--- config.mk ---
export PLATFORM = sky130hd
export DESIGN_NAME = arb_muxn
export DESIGN_NICKNAME = d
export VERILOG_FILES = /design/src/rtl/arb_muxn.sv
export SDC_FILE = /design/constraint.sdc
export NUM_CORES = 1
export LEC_CHECK = 0
export ABC_CLOCK_PERIOD_IN_PS = 1800
export CORE_AREA = 2 2 39 41
export CTS_CLUSTER_DIAMETER = 100
export CTS_CLUSTER_SIZE = 28
export DETAILED_ROUTE_END_ITERATION = 10
export DIE_AREA = 0 0 41 43
export SLEW_MARGIN = 20
export SYNTH_ARGS = -nofsm -noshare
export SYNTH_HDL_FRONTEND = slang
export SYNTH_SLANG_ARGS = --single-unit
--- constraint.sdc ---
create_clock -name clk -period 1.8 [get_ports clk]
set_input_delay 0.36 -clock clk [delete_from_list [all_inputs] [get_ports clk]]
set_output_delay 0.36 -clock clk [all_outputs]
set_load 0.01 [all_outputs]
--- src/rtl/arb_muxn.sv ---
// N-to-1 round-robin arbitrating multiplexer with packet lock and a registered output stage.
// The output carries the source channel index so responses can be routed back.
module arb_muxn #(
    parameter int unsigned dwidth = 1,
    parameter int unsigned swidth = 1
) (
    input  logic                          clk,
    input  logic                          rst_n,
    input  logic [(2**swidth)*dwidth-1:0] ins,
    input  logic [(2**swidth)-1:0]        in_valid,
    input  logic [(2**swidth)-1:0]        in_last,
    output logic [(2**swidth)-1:0]        in_ready,
    output logic [dwidth-1:0]             d,
    output logic [swidth-1:0]             sel,
    output logic                          out_last,
    output logic                          out_valid,
    input  logic                          out_ready
);

    localparam int unsigned seln = 2**swidth;

    logic [swidth-1:0] ptr_q, ptr_d;
    logic              locked_q, locked_d;
    logic [swidth-1:0] lch_q, lch_d;
    logic [dwidth-1:0] data_q, data_d;
    logic [swidth-1:0] sel_q, sel_d;
    logic              last_q, last_d;
    logic              valid_q, valid_d;

    logic [swidth-1:0] gnt;
    logic              gnt_vld;
    logic              space;
    logic              accept;
    logic [dwidth-1:0] gnt_data;
    logic              gnt_last;
    logic [swidth-1:0] idx;

    // Grant: locked channel wins outright, otherwise first valid channel at or after ptr.
    always_comb begin
        gnt     = '0;
        gnt_vld = 1'b0;
        idx     = '0;
        if (locked_q) begin
            gnt     = lch_q;
            gnt_vld = 1'b1;
        end else begin
            // Descending scan so the smallest offset from ptr is the last one written.
            for (int k = seln - 1; k >= 0; k--) begin
                idx = ptr_q + swidth'(k);
                if (in_valid[idx]) begin
                    gnt     = idx;
                    gnt_vld = 1'b1;
                end
            end
        end
    end

    // Per-channel ready: only the granted channel sees space; never depends on ins/in_last.
    always_comb begin
        space    = !valid_q || out_ready;
        in_ready = '0;
        if (gnt_vld) begin
            in_ready[gnt] = space;
        end
    end

    // Select granted channel's payload.
    always_comb begin
        gnt_data = '0;
        gnt_last = 1'b0;
        for (int i = 0; i < seln; i++) begin
            if (gnt == swidth'(i)) begin
                gnt_data = ins[i*dwidth +: dwidth];
                gnt_last = in_last[i];
            end
        end
    end

    // Next state: load on accept, drain when downstream takes the beat without a refill.
    always_comb begin
        accept   = gnt_vld && in_valid[gnt] && space;
        ptr_d    = ptr_q;
        locked_d = locked_q;
        lch_d    = lch_q;
        data_d   = data_q;
        sel_d    = sel_q;
        last_d   = last_q;
        valid_d  = valid_q;
        if (accept) begin
            data_d  = gnt_data;
            sel_d   = gnt;
            last_d  = gnt_last;
            valid_d = 1'b1;
            if (gnt_last) begin
                locked_d = 1'b0;
                ptr_d    = gnt + swidth'(1);
            end else begin
                locked_d = 1'b1;
                lch_d    = gnt;
            end
        end else if (out_ready) begin
            valid_d = 1'b0;
        end
    end

    // State register with asynchronous active-low reset.
    always_ff @(posedge clk or negedge rst_n) begin
        if (!rst_n) begin
            ptr_q    <= '0;
            locked_q <= 1'b0;
            lch_q    <= '0;
            data_q   <= '0;
            sel_q    <= '0;
            last_q   <= 1'b0;
            valid_q  <= 1'b0;
        end else begin
            ptr_q    <= ptr_d;
            locked_q <= locked_d;
            lch_q    <= lch_d;
            data_q   <= data_d;
            sel_q    <= sel_d;
            last_q   <= last_d;
            valid_q  <= valid_d;
        end
    end

    assign d         = data_q;
    assign sel       = sel_q;
    assign out_last  = last_q;
    assign out_valid = valid_q;

endmodule

==> impl_metrics.env <==
export IMPL_drtIter0Drc=7
export IMPL_yosys_top_cells_count="dfrtp_1, nand2_1, nor3_1"
export IMPL_crit_buf_inv=1
export IMPL_reg2reg_depth=5
export IMPL_clock_sinks=7
export IMPL_r2r_end="d"
export IMPL_crit_fanout=2
export IMPL_post_cts_buffers=0
export IMPL_reg2reg_from="locked_q"
export IMPL_track_usage_pct=13.8
export IMPL_rrSetupSlack_ps=300
export IMPL_antenna_left=0
export IMPL_fin_ws_ps=167
export IMPL_num_antenna_cells=0
export IMPL_start_util_pct=29.1
export IMPL_pin_count=15
export IMPL_end_kind="primary output"
export IMPL_drc=0
export IMPL_path_clk_slew_ps=60
export IMPL_avgSynthCellArea_um2=9.59
export IMPL_die_area_mm2=0.00176
export IMPL_p_leak_nw=0.300
export IMPL_cts_root_buf="clkbuf_4"
export IMPL_fp_dieH_um=43
export IMPL_synth_cell_types=22
export IMPL_cts_hold_buf=0
export IMPL_max_stage_delay_ps=370
export IMPL_slew_headroom_pct=77.3
export IMPL_power_density_mw_per_mm2=1530
export IMPL_io_buffers=14
export IMPL_drive_gt1_share_pct=27.9
export IMPL_synth_edff_count=0
export IMPL_synth_area_leaders="dfrtp_1, nor3_1, mux2_4"
export IMPL_cpMaxStageDelayCell="dfrtp_1"
export IMPL_worstMarginPinSlew_ps=340
export IMPL_fmax_mhz=612
export IMPL_grt_overflow_total=0
export IMPL_ys_warn_count=0
export IMPL_fin_cells=84
export IMPL_cpLargestDelayFamily="simple AND/OR/NAND/NOR gates"
export IMPL_grt_pass1_vias=384
export IMPL_outcome="finished clean"
export IMPL_core_area_mm2=0.00138
export IMPL_crit_chain="and2b_4 -> o21ai_2 -> nor3_1 -> buf_2"
export IMPL_synth_main_ff_cell="dfrtp_1"
export IMPL_setup_viol=0
export IMPL_firstDrtPassIters=4
export IMPL_cts_tree="done"
export IMPL_required_ps=1440
export IMPL_viasPerCell=4.96
export IMPL_arrival_ps=1270
export IMPL_maxSlewViolCount=0
export IMPL_synth_top_area_cell="dfrtp_1"
export IMPL_cts_buffers=3
export IMPL_place_congestion=0.790
export IMPL_rows=14
export IMPL_fin_crit_sh_pct=90.7
export IMPL_grt_antenna_before_repair=0
export IMPL_vdd_drop_max_v=0.000500
export IMPL_area_growth_pct=59.0
export IMPL_place_ws_ps=-384
export IMPL_max_cap_viol_count=0
export IMPL_cp_start_kind="flop"
export IMPL_finalHoldViolCount=0
export IMPL_dp_hpwl_um=802
export IMPL_grt_max_degree=10
export IMPL_htree_levels=1
export IMPL_synth_most_common_cell="dfrtp_1"
export IMPL_synth_top_area_share_pct=43.5
export IMPL_clock_latency_ps=260
export IMPL_wl_um=1040
export IMPL_postSynthNetCount=51
export IMPL_crit_type="flop to primary output"
export IMPL_post_drt_wl_per_cell_um=12.4
export IMPL_fin_crit_ps=1630
export IMPL_yosys_register_bits=7
export IMPL_syn_inst=42
export IMPL_post_cts_resized=9
export IMPL_dp_cells=80
export IMPL_grt_pass1_wl_um=1580
export IMPL_vias=417
export IMPL_yosysSeqAreaShare_pct=43.5
export IMPL_rsz0062_at_grt="no"
export IMPL_die_w_um=41
export IMPL_clock_path_buffers=2
export IMPL_fin_skew_ps=5.35
export IMPL_final_nets=78
export IMPL_netlist_area_um2=403
export IMPL_hold_class="input port to async pin"
export IMPL_async_reset_ff_share_pct=100
-- worst max path at each step --
| stage | slack, ps | to | start | depth (start not counted) |
|---|---|---|---|---|
| global route | 100 | in_ready[0] | ptr_q | 4 |
| floorplan | 400 | in_ready[0] | ptr_q | 3 |
| detailed placement | -380 | in_ready[1] | in_valid[1] | 5 |
| global placement | -380 | in_ready[0] | in_valid[0] | 5 |
| CTS | 30 | in_ready[0] | in_valid[0] | 5 |
| finish | 170 | in_ready[0] | ptr_q | 4 |
-- per-stage QoR --
stage / utilization (%) / hold slack, ps / setup TNS (ps) / instance area, um2 / power [mW]
global placement: 45.0 / 492 / -918 / 623 / 0.860
finish: 46.3 / 369 / 0 / 641 / 0.982
detailed placement: 45.0 / 485 / -956 / 623 / 0.861
CTS: 46.1 / 377 / 0 / 638 / 0.989
floorplan: - / 64.4 / 0 / 403 / 0.583
global route: 46.3 / 387 / 0 / 641 / 1.06
-- cells by family (layout without fill, tap and decap cells) --
family | count (synthesis) | count (layout) | synth area share [%]
DFF | 7 | 7 | 43.5
buffers and inverters | 3 | 29 | 2.79
muxes | 1 | 1 | 3.73
and+or+nand+nor | 20 | 20 | 27.6
AOI/OAI and AO/OA | 11 | 11 | 22.4
-- state kept, by name, summed over array words and instances, names as in the netlist --
| name | count |
|---|---|
| out_valid | 1 |
| d | 1 |
| lch_q | 1 |
| locked_q | 1 |
| out_last | 1 |
| sel | 1 |
| ptr_q | 1 |
-- report_power, final --
| part | switching (mW) | leakage, nW | total, mW | internal, mW |
|---|---|---|---|---|
| registers | 0.0464 | 0.0811 | 0.280 | 0.233 |
| clock network | 0.0637 | 0.0150 | 0.149 | 0.0850 |
| logic | 0.244 | 0.204 | 0.554 | 0.310 |
-- final cells by class --
cell class              instances  area, um2
fillers                       143        743
multi-input cells              32        216
repair buffers                 22        191
flip-flops and latches          7        175
inverters                       3       11.3
clock buffers                   4       26.3
well taps                      16       20.0
-- routing by layer --
layer  vias up  share of wire, %  GRT usage (%)
met1       194                46           15.7
met3         2               6.0           3.14
met4         0               1.8           10.0
met2        16                46           21.3
li1        205                 -              -
met5         -                 0              0
-- placed cells by master (no fill, tap or decap) --
cell type	n
a211oi_1	1
a211oi_2	1
a21oi_1	2
a22o_1	1
and2b_4	1
buf_2	2
buf_4	8
clkbuf_1	1
clkbuf_4	3
clkdlybuf4s50_1	10
dfrtp_1	7
dlygate4sd2_1	1
dlymetal6s2s_1	1
inv_1	3
mux2_4	1
nand2_1	4
nand2b_1	1
nand2b_4	1
nand3_1	2
nand4_1	2
nor2_1	3
nor2b_1	1
nor3_1	4
o211ai_1	1
o21a_4	1
o21ai_0	2
o21ai_2	1
o311a_1	1
or3_1	1
Power figures use the tool's default switching activity.
